## config.mk

```make
export PLATFORM = sky130hd
export DESIGN_NAME = experiment_sequencer
export DESIGN_NICKNAME = d
export VERILOG_FILES = /design/src/rtl/experiment_sequencer.sv
export SDC_FILE = /design/constraint.sdc
export NUM_CORES = 1
export LEC_CHECK = 0
export BUFFER_PORTS_ARGS = -buffer_cell sky130_fd_sc_hd__clkbuf_2
export CAP_MARGIN = 20
export CORE_AREA = 5 5 182 184
export CTS_CLUSTER_SIZE = 28
export DETAILED_ROUTE_END_ITERATION = 8
export DIE_AREA = 0 0 187 189
export GPL_ROUTABILITY_DRIVEN = 0
export GPL_TIMING_DRIVEN = 0
export PLACE_DENSITY = 0.45
export SETUP_SLACK_MARGIN = 0.3
export SKIP_CTS_REPAIR_TIMING = 1
export SYNTH_ARGS = -nofsm -noshare
export SYNTH_HDL_FRONTEND = slang
export SYNTH_SLANG_ARGS = --single-unit
```

## constraint.sdc

```tcl
create_clock -name clk -period 2.6 [get_ports clk]
set_input_delay 0.13 -clock clk [delete_from_list [all_inputs] [get_ports clk]]
set_output_delay 0.13 -clock clk [all_outputs]
set_load 0.02 [all_outputs]
```

## src/rtl/experiment_sequencer.sv

```systemverilog
// rtl/experiment_sequencer.sv - run-control sequencer: GPIO register decode, DMA steering, experiment phase FSM
module experiment_sequencer #(
    parameter logic [15:0] RUN_ADDR    = 16'h0040,
    parameter logic [15:0] HALT_ADDR   = 16'h0041,
    parameter logic [15:0] SEL_ADDR    = 16'h0042,
    parameter logic [15:0] ROUNDS_ADDR = 16'h0043,
    parameter int          CLR_CYCLES  = 4
) (
    input  logic         clk,
    input  logic         rst,
    input  logic [31:0]  gpio_in,
    input  logic [127:0] s2_axis_tdata,
    input  logic         s2_axis_tvalid,
    output logic         s2_axis_tready,
    output logic [127:0] instr_wr_data,
    output logic         instr_wr_valid,
    input  logic         instr_wr_ready,
    output logic [127:0] b_wr_data,
    output logic         b_wr_valid,
    input  logic         b_wr_ready,
    output logic         dp_clear,
    output logic         dp_start,
    input  logic         dp_ready,
    output logic         dp_run,
    input  logic         dp_round_done,
    output logic [15:0]  prog_len,
    output logic [2:0]   ex_state,
    output logic [31:0]  status_word
);

    localparam int CW = (CLR_CYCLES < 2) ? 1 : $clog2(CLR_CYCLES);
    localparam logic [CW-1:0] CLR_LAST = CW'(CLR_CYCLES - 1);

    typedef enum logic [2:0] {
        S_IDLE     = 3'd0,
        S_CLEAR    = 3'd1,
        S_ARM      = 3'd2,
        S_RUN      = 3'd3,
        S_WAIT_RST = 3'd4
    } state_t;

    state_t state, state_next;

    logic [24:0]   gpio_s1, gpio_s2;
    logic          w_prev;
    logic          commit;
    logic [15:0]   gpio_addr;
    logic [7:0]    gpio_data;
    logic          unused_gpio;

    logic          run_bit, halt_bit, sel;
    logic [15:0]   round_limit;
    logic [15:0]   rounds_done;
    logic [15:0]   round_inc;
    logic          limit_hit;
    logic [CW-1:0] clr_cnt;
    logic          arm_first;
    logic          idle;
    logic          instr_accept;

    assign unused_gpio = ^gpio_in[31:25];

    // Two-flop synchronizer on the whole bus; a write commits on the rising edge of synced w_clk.
    always_ff @(posedge clk) begin
        if (rst) begin
            gpio_s1 <= '0;
            gpio_s2 <= '0;
            w_prev  <= 1'b0;
        end else begin
            gpio_s1 <= gpio_in[24:0];
            gpio_s2 <= gpio_s1;
            w_prev  <= gpio_s2[24];
        end
    end

    assign commit    = gpio_s2[24] & ~w_prev;
    assign gpio_addr = gpio_s2[15:0];
    assign gpio_data = gpio_s2[23:16];

    always_ff @(posedge clk) begin
        if (rst) begin
            run_bit     <= 1'b0;
            halt_bit    <= 1'b0;
            sel         <= 1'b0;
            round_limit <= '0;
        end else if (commit) begin
            case (gpio_addr)
                RUN_ADDR:    run_bit     <= gpio_data[0];
                HALT_ADDR:   halt_bit    <= gpio_data[0];
                SEL_ADDR:    sel         <= gpio_data[0];
                ROUNDS_ADDR: round_limit <= {round_limit[7:0], gpio_data};
                default: ;
            endcase
        end
    end

    // DMA steering is only live in IDLE so beats arriving mid-experiment stall rather than drop.
    assign idle           = (state == S_IDLE);
    assign instr_wr_data  = s2_axis_tdata;
    assign b_wr_data      = s2_axis_tdata;
    assign instr_wr_valid = idle & s2_axis_tvalid & ~sel;
    assign b_wr_valid     = idle & s2_axis_tvalid & sel;
    assign s2_axis_tready = idle & (sel ? b_wr_ready : instr_wr_ready);
    assign instr_accept   = instr_wr_valid & instr_wr_ready;

    always_ff @(posedge clk) begin
        if (rst) begin
            prog_len <= '0;
        end else if (commit && gpio_addr == SEL_ADDR && !gpio_data[0]) begin
            prog_len <= '0;
        end else if (instr_accept && prog_len != 16'hFFFF) begin
            prog_len <= prog_len + 16'd1;
        end
    end

    assign round_inc = (rounds_done == 16'hFFFF) ? 16'hFFFF : rounds_done + 16'd1;
    assign limit_hit = dp_round_done && (round_limit != 16'd0) && (round_inc == round_limit);

    always_comb begin
        state_next = state;
        case (state)
            S_IDLE: begin
                if (run_bit && !halt_bit) state_next = S_CLEAR;
            end
            S_CLEAR: begin
                if (halt_bit)                 state_next = S_WAIT_RST;
                else if (clr_cnt == CLR_LAST) state_next = S_ARM;
            end
            S_ARM: begin
                if (halt_bit)      state_next = S_WAIT_RST;
                else if (dp_ready) state_next = S_RUN;
            end
            S_RUN: begin
                if (halt_bit || limit_hit) state_next = S_WAIT_RST;
            end
            S_WAIT_RST: begin
                if (!run_bit && !halt_bit) state_next = S_IDLE;
            end
            default: state_next = S_IDLE;
        endcase
    end

    always_ff @(posedge clk) begin
        if (rst) begin
            state     <= S_IDLE;
            clr_cnt   <= '0;
            arm_first <= 1'b0;
        end else begin
            state     <= state_next;
            clr_cnt   <= (state == S_CLEAR) ? clr_cnt + 1'b1 : '0;
            arm_first <= (state != S_ARM);
        end
    end

    always_ff @(posedge clk) begin
        if (rst) begin
            rounds_done <= '0;
        end else if (state == S_IDLE && state_next == S_CLEAR) begin
            rounds_done <= '0;
        end else if (state == S_RUN && dp_round_done) begin
            rounds_done <= round_inc;
        end
    end

    assign dp_clear    = (state == S_CLEAR);
    assign dp_start    = (state == S_ARM) && arm_first;
    assign dp_run      = (state == S_RUN);
    assign ex_state    = state;
    assign status_word = {rounds_done, 13'b0, state};

endmodule

```

==> results of run 1 <==
## area by class of cell
cell class / count / share of cell area, %
Sequential cell: 108 / 22.4
Timing Repair Buffer: 359 / 19.7
Clock buffer: 9 / 2.33
Multi-Input combinational cell: 382 / 26.3
Clock inverter: 7 / 0.944
Inverter: 9 / 0.349
Tap cell: 402 / 5.20
Buffer: 300 / 22.7
## power breakdown
part | internal, mW | switching, mW | leakage, nW
combinational | 0.454 | 0.474 | 3.90
clock | 0.698 | 0.728 | 0.152
sequential | 1.69 | 0.0125 | 0.884
total | 2.84 | 1.21 | 4.94
## worst min-delay path by stage
stage	endpoint	slack [ps]	depth (start not counted)
after floorplan	gpio_s1[0]	260	1
after global placement	gpio_s1[3]	350	2
after detailed placement	gpio_s1[18]	340	2
after CTS	gpio_s1[11]	-50	2
after global routing	gpio_s1[3]	-2	2
final	gpio_s1[7]	-20	2
## logic make-up (layout without fill, tap and decap cells)
family | count (synthesis) | in the layout | synth area share, %
buffers and inverters | 309 | 684 | 32.6
DFF | 108 | 108 | 31.9
adders and majority gates | 3 | 3 | 0.554
other | 1 | 13 | 0.0553
muxes | 21 | 21 | 3.10
and+or+nand+nor | 242 | 242 | 20.6
xor gates and xnor gates | 23 | 23 | 2.97
AOI/OAI and AO/OA | 80 | 80 | 8.31
## flip-flops by register name, indices dropped and copies added (netlist names)
signal / count
run_bit: 1
clr_cnt: 2
gpio_s1: 25
round_limit: 16
gpio_s2: 25
w_prev: 1
halt_bit: 1
rounds_done: 16
ex_state: 3
arm_first: 1
prog_len: 16
sel: 1
## cells in the mapped netlist, types with 3 or more instances
cell | instances | area [sq um]
nor2_1 | 66 | 248
nand4_4 | 3 | 63.8
a21oi_1 | 20 | 100
nand2b_1 | 4 | 25.0
or4_1 | 6 | 45.0
inv_1 | 9 | 33.8
nand3_1 | 20 | 100
a211oi_1 | 6 | 45.0
mux2i_1 | 21 | 210
and4_1 | 5 | 43.8
nor3_1 | 16 | 80.1
ha_1 | 3 | 37.5
a41oi_1 | 3 | 26.3
a31oi_1 | 7 | 43.8
and2_1 | 4 | 25.0
nand2_1 | 20 | 75.1
a311oi_1 | 8 | 70.1
xor2_1 | 13 | 114
and3_1 | 9 | 56.3
o21ai_0 | 8 | 40.0
buf_4 | 272 | 2040
nand4_1 | 8 | 50.1
buf_2 | 8 | 40.0
nor2b_1 | 54 | 338
clkbuf_1 | 16 | 60.1
nand3b_1 | 3 | 22.5
nor4_1 | 5 | 31.3
xnor2_1 | 10 | 87.6
dfxtp_1 | 108 | 2160
o221ai_1 | 4 | 35.0
## critical path, stage by stage, from the launching register on
cell	delay, ps
dfxtp_4	390
ha_4	130
buf_6	110
nand4_4	100
or4_4	600
xor2_4	190
o221a_1	200
nor4bb_4	280
and4_4	280
o2bb2ai_1	110
## metrics by stage
stage	total power, mW	std cells
floorplan	2.41	799
global placement	2.66	1532
detailed placement	2.66	1532
CTS	4.11	1548
global route	4.26	1576
finish	4.06	1576
## cell usage in the layout (no fill, tap or decap), drive strengths merged, types with 8 or more instances in the layout
| cell type | n |
|---|---|
| dlygate4sd3 | 17 |
| conb | 13 |
| nor2b | 54 |
| nor3 | 18 |
| nand4 | 12 |
| nand2 | 20 |
| dfxtp | 108 |
| inv | 12 |
| buf | 294 |
| a21oi | 20 |
| and3 | 10 |
| a311oi | 8 |
| nand3 | 21 |
| nor2 | 66 |
| xnor2 | 10 |
| o21ai | 8 |
| mux2i | 21 |
| clkbuf | 357 |
| xor2 | 13 |
## metal layers
layer  global-route usage [%]  wire length [um]  vias to the layer above
li1                         -                 -                     3136
met1                     13.5              8520                     2784
met2                     18.0             10300                      229
met3                     2.97              1330                       10
met4                     1.79               126                        0
met5                        0                 0                        -
==> reports/summary.txt, run 1 <==
status = complete, but fails checks
failing checks = negative hold slack
Static Leak = 4.94 nW
clock-pin slew on the worst setup and hold paths = 80 ps
TritonCTS clock tree = done
CTS root buffer = clkbuf_16
RSZ-0062 raised after global routing = true
Synth async-reset ratio = 0%
max frequency = 409 MHz
Hold Path Class = in2reg
Worst R2R End = ex_state[2]
gate count of the mapped netlist = 787
hold_ws = -17.5 ps
register area = 0.00217 sq mm
CTS Sinks = 108
TNS Setup = 0 ps
area of the multi-input gates = 0.00255 sq mm
die width = 187 um
routed len/inst = 12.9 um
Congestion Overflow GR = 0
number of synthesized flops with an enable pin = 0
number of routed nets with antenna violations = 0
Setup crit end = ex_state[2]
CP Max Fanout = 5
Worst R2R Path Depth = 9
critical path capture point type = flop
die height = 189 um
via/cell ratio = 3.91
# port buffers = 331
DRT iter0 DRCs = 234
pre-CTS setup slack = -128 ps
die area = 0.0353 sq mm
Ys Warns = 0
area grow syn2layout = 42.8%
Avg Cell Area, Syn = 8.61 sq um
post-route cell area = 0.00968 sq mm
H-tree depth = 3
layout cell share with drive strength beyond 1 = 57.5%
Final #Nets = 1339
startpoint types = flop
Req. time, crit path = 2890 ps
vias in the first global route = 5659
Fin. Hold Viols = 3
worst relative slew slack = 62.1%
Pwr per Cell Area = 419 mW/mm^2
Period Utilization, post-route = 94.1%
PnR worst setup slack = 153 ps
register bit total from synthesis = 108
Vias = 6159
first-pass GRT wire length = 30800 um
hold_sp = gpio_in[7]
row cnt = 65
Filler cells = 3360
antenna violations before repair = 0
Synth Cell Area = 0.00678 sq mm
library cells used by synthesis = 68
largest net degree at the start of global routing = 23
CTS Buffer Depth = 2
drt total wl = 20300 um
Synth Flop Type = dfxtp_1
# diodes = 0
CORE AREA = 0.0312 sq mm
Inserted Clock Buffers = 9
Max Cap Viol = 0
worst skew pair latency = 360 ps
final setup violation count = 0
hpwl dp = 16700 um
slew at the pin closest to its max-slew limit = 564 ps
Pre-antenna DRT Iters = 4
register area share after synthesis = 31.9%
Max Slew Vio Count = 0
final core utilization = 31.0%
Setup crit start = rounds_done[0]
CP arrival = 2730 ps
IO Pins = 480
All-Layer GR Usage = 10.5%
crit path time final = 2450 ps
Initial Util = 21.7%
RR Startpoint = rounds_done[0]
Max VDD drop = 0.294 mV
CP Class = reg2reg
Remaining DRCs = 0
R2R setup slack = 150 ps
placed inst area = 0.00899 sq mm
Worst Clk Skew = 15.4 ps
No activity file was read; power rests on OpenSTA's default activity.
==> inputs of run 2 (changes only) <==
Settings changed: PLACE_DENSITY 0.45 to unset.
==> run 2 against run 1 <==
The run still ends with negative hold slack left. Clock-buffer cell count unchanged. Worst hold slack improved by 4.1 ps. Sequential share of layout area decreased by 0.12 points. Total power increased by 0.24%. Core utilization increased by 0.13 points. Global-route usage decreased by 0.36 points. Die area unchanged. Fmax decreased by 1.7%. Combinational power about the same. Clock power about the same. Sequential power about the same. Design area increased by 0.41%.
==> reports/summary.txt, run 2 (synthesized netlist as in run 1, its figures left out) <==
status = complete, but fails checks
failing checks = negative hold slack
startpoint types = flop
Max Cap Viol = 0
Max Slew Vio Count = 0
Req. time, crit path = 2840 ps
die area = 0.0353 sq mm
routed len/inst = 12.6 um
DRT iter0 DRCs = 245
CTS root buffer = clkbuf_16
largest net degree at the start of global routing = 23
critical path capture point type = flop
layout cell share with drive strength beyond 1 = 57.5%
row cnt = 65
area of the multi-input gates = 0.00255 sq mm
register area = 0.00217 sq mm
Hold Path Class = in2reg
Pwr per Cell Area = 418 mW/mm^2
CP Class = reg2reg
Final #Nets = 1343
Period Utilization, post-route = 95.7%
hpwl dp = 16300 um
RSZ-0062 raised after global routing = true
hold_ws = -13.5 ps
Total Power = 4.06 mW
slew at the pin closest to its max-slew limit = 627 ps
TritonCTS clock tree = done
drt total wl = 19900 um
final setup violation count = 0
placed inst area = 0.00899 sq mm
Met2 Wirelength = 10100 um
H-tree depth = 3
vias in the first global route = 5756
placed cell count = 1532
number of routed nets with antenna violations = 0
via/cell ratio = 3.95
CTS Buffer Depth = 2
Congestion Overflow GR = 0
Static Leak = 4.94 nW
Pre-antenna DRT Iters = 4
Fin. Hold Viols = 2
die width = 187 um
# diodes = 0
biggest regs = gpio_s1 (25), gpio_s2 (25)
Initial Util = 21.7%
first-pass GRT wire length = 29900 um
Inserted Clock Buffers = 9
pre-CTS setup slack = -65.4 ps
max frequency = 402 MHz
die height = 189 um
Non-Filler Instances = 1580
antenna violations before repair = 0
Max VDD drop = 0.292 mV
RR Startpoint = rounds_done[0]
wire length on met1 = 7840 um
crit path time final = 2490 ps
Worst Clk Skew = 11.9 ps
Vias = 6239
worst skew pair latency = 360 ps
IO Pins = 480
Remaining DRCs = 0
CP arrival = 2730 ps
top sig layer = met4
# port buffers = 331
All-Layer GR Usage = 10.2%
commonest non-fill, non-tap cell in the layout = clkbuf_2
CTS Sinks = 108
hold_sp = gpio_in[5]
worst relative slew slack = 57.8%
area grow syn2layout = 43.4%
Setup crit start = rounds_done[0]
PnR worst setup slack = 111 ps
Filler cells = 3320
CORE AREA = 0.0312 sq mm
post-route cell area = 0.00972 sq mm
Routed met3 length = 1800 um
clock-pin slew on the worst setup and hold paths = 80 ps
commonest non-fill, non-tap cells in the layout = clkbuf_2, buf_4, dfxtp_1
CP Max Fanout = 5
==> run 2: cell count changes in the layout (fill, tap and decap cells not counted), sizes merged <==
cell	previous run	this run
dlygate4sd3	17	20
clkbuf	357	358
clkinv	4	3
inv	12	13
==> run 2: through the flow <==
| step | util [%] | TNS (ps) |
|---|---|---|
| 2_1_floorplan | - | 0 |
| 3_3_place_gp | 28.8 | -311 |
| 3_5_place_dp | 28.8 | -150 |
| 4_1_cts | 29.8 | -214 |
| 5_1_grt | 31.1 | -88.5 |
| 6_report | 31.1 | 0 |
==> run 2: cell type report <==
class | count | share of cell area, %
multi-input cells | 382 | 26.2
plain buffers | 300 | 22.6
flip-flops and latches | 108 | 22.3
repair buffers | 363 | 20.2
well taps | 402 | 5.18
clock buffers | 9 | 2.32
clock inverters | 7 | 0.888
inverters | 9 | 0.348
==> run 2: final timing paths <==
| kind | to | slack [ps] | depth (start not counted) |
|---|---|---|---|
| hold reg to reg | clr_cnt[0] | 430 | 1 |
| setup reg to reg | ex_state[1] | 110 | 9 |
| hold / removal | gpio_s1[5] | -10 | 2 |
| setup / recovery | ex_state[1] | 110 | 9 |
==> run 2: metal layers <==
metal	track usage, %	vias to the layer above
li1	-	3141
met1	12.6	2832
met2	17.5	255
met3	3.24	11
met4	1.88	0
met5	0	-
==> run 2: worst max-delay path: stages (launching register included) <==
cell      delay (ps)
dfxtp_4          380
ha_4             130
buf_6            110
nand4_4          120
or4_4            610
xor2_4           190
o221a_1          190
nor4bb_4         270
and4_4           290
a21oi_2           70
==> run 2: where the power goes <==
part	switching [mW]	leakage, nW	total, mW	internal, mW
logic	0.473	3.90	0.929	0.456
clock network	0.737	0.151	1.43	0.697
registers	0.0124	0.883	1.70	1.69
==> inputs of run 3 (changes only) <==
Clock period 2.6 ns to 2.34 ns, I/O delays scaled along.
==> run 3 against run 2 <==
The run ends with negative hold slack, negative setup slack left. Design area is 1.3% higher. Flip-flop and latch count did not move. Non-clock buffer count up 5. Register-to-register slack got worse by 220 ps. Via count increased by 0.87%. Wire length is 1.6% higher. Clock-buffer cell count unchanged.
==> reports/summary.txt, run 3 (synthesized netlist as in run 1, its figures left out) <==
via/cell ratio = 3.97
Pre-antenna DRT Iters = 4
Pwr per Cell Area = 460 mW/mm^2
hold_ws = -11.3 ps
status = complete, but fails checks
vias in the first global route = 5764
RR Startpoint = rounds_done[0]
crit path time final = 2440 ps
final setup violation count = 3
slew at the pin closest to its max-slew limit = 541 ps
CORE AREA = 0.0312 sq mm
Max Slew Vio Count = 0
first-pass GRT wire length = 30000 um
DRT iter0 DRCs = 250
commonest non-fill, non-tap cells in the layout = clkbuf_2, buf_4, dfxtp_1
CP max-delay cell = or4_4
hold path cells = 2
largest net degree at the start of global routing = 23
CP Max Fanout = 7
hpwl dp = 16400 um
drt total wl = 20200 um
area grow syn2layout = 45.3%
CP max stage delay = 550 ps
hold_sp = gpio_in[16]
placed inst area = 0.00902 sq mm
TNS Setup = -292 ps
commonest non-fill, non-tap cell in the layout = clkbuf_2
Filler cells = 3321
max frequency = 409 MHz
Fin. Hold Viols = 1
critical path capture point type = flop
Hold Path Class = in2reg
# diodes = 0
die area = 0.0353 sq mm
TritonCTS clock tree = done
antenna violations before repair = 0
Max Cap Viol = 0
Worst Clk Skew = 14.1 ps
pre-CTS setup slack = -293 ps
CTS Buffer Depth = 2
Max VDD drop = 0.360 mV
number of routed nets with antenna violations = 0
Worst R2R End = ex_state[1]
Worst R2R Path Depth = 9
Static Leak = 5.01 nW
worst skew pair latency = 360 ps
Remaining DRCs = 0
H-tree depth = 3
# port buffers = 331
RSZ-0062 raised after global routing = true
IO Pins = 480
Vias = 6293
biggest regs = gpio_s1 (25), gpio_s2 (25)
die height = 189 um
Req. time, crit path = 2580 ps
All-Layer GR Usage = 10.2%
R2R setup slack = -100 ps
die width = 187 um
Final #Nets = 1348
startpoint types = flop
worst relative slew slack = 63.6%
failing checks = negative hold slack, negative setup slack
CP Class = reg2reg
layout cell share with drive strength beyond 1 = 58.8%
CTS root buffer = clkbuf_16
Congestion Overflow GR = 0
clock-pin slew on the worst setup and hold paths = 90 ps
CP arrival = 2680 ps
row cnt = 65
Initial Util = 21.7%
routed len/inst = 12.7 um
Inserted Clock Buffers = 9
final core utilization = 31.5%
hold endpoint = gpio_s1[16]
post-route cell area = 0.00984 sq mm
critical-path cell list = ha_4 > buf_6 > nand4_4 > or4_4 > xor2_4 > o221a_1 > nor4bb_4 > and4_4 > a21oi_1
PnR worst setup slack = -104 ps
Period Utilization, post-route = 104%
CTS Sinks = 108
==> run 3: metal layers <==
metal	global-route usage (%)	part of all wire (%)	wire length, um
met5	0	0	0
met4	1.99	0.68	138
met3	2.77	7.8	1570
met2	17.4	51	10300
met1	13.0	41	8230
==> run 3: worst max-delay path by stage <==
stage | startpoint | end | slack, ps | cells past startpoint
after floorplan | rounds_done[0] | ex_state[0] | 90 | 9
after global placement | rounds_done[0] | ex_state[1] | -330 | 9
after detailed placement | rounds_done[0] | ex_state[1] | -290 | 9
after CTS | rounds_done[0] | ex_state[2] | -320 | 9
after global routing | rounds_done[9] | ex_state[1] | -210 | 8
final | rounds_done[0] | ex_state[1] | -100 | 9
==> run 3: final cells by class <==
class	instances	area [sq um]	area share, %
timing repair buffer	368	2000	20.3
multi-input combinational	382	2600	26.4
inverter	9	33.8	0.343
clock buffer	9	225	2.29
buffer	300	2220	22.5
clock inverter	7	88.8	0.903
tap	402	503	5.11
sequential	108	2180	22.1
==> run 3: stage by stage <==
step / power [mW] / std cells
after global placement: 2.94 / 1532
after CTS: 4.57 / 1548
after global routing: 4.74 / 1585
after floorplan: 2.68 / 799
final: 4.53 / 1585
after detailed placement: 2.95 / 1532
==> run 3: critical path, delay by kind of cell (launching register included) <==
| family | cells | cell delay [ps] |
|---|---|---|
| flip-flops | 1 | 390 |
| AND/OR/NAND/NOR | 4 | 1190 |
| buffers and inverters | 1 | 120 |
| XOR/XNOR | 1 | 210 |
| AO/OA/AOI/OAI | 2 | 280 |
| adder cells (fa/ha/maj) | 1 | 130 |
==> run 3: power by group <==
part | internal (mW) | total [mW] | switching, mW
sequential | 1.88 | 1.89 | 0.0150
combinational | 0.514 | 1.05 | 0.531
clock | 0.778 | 1.59 | 0.811
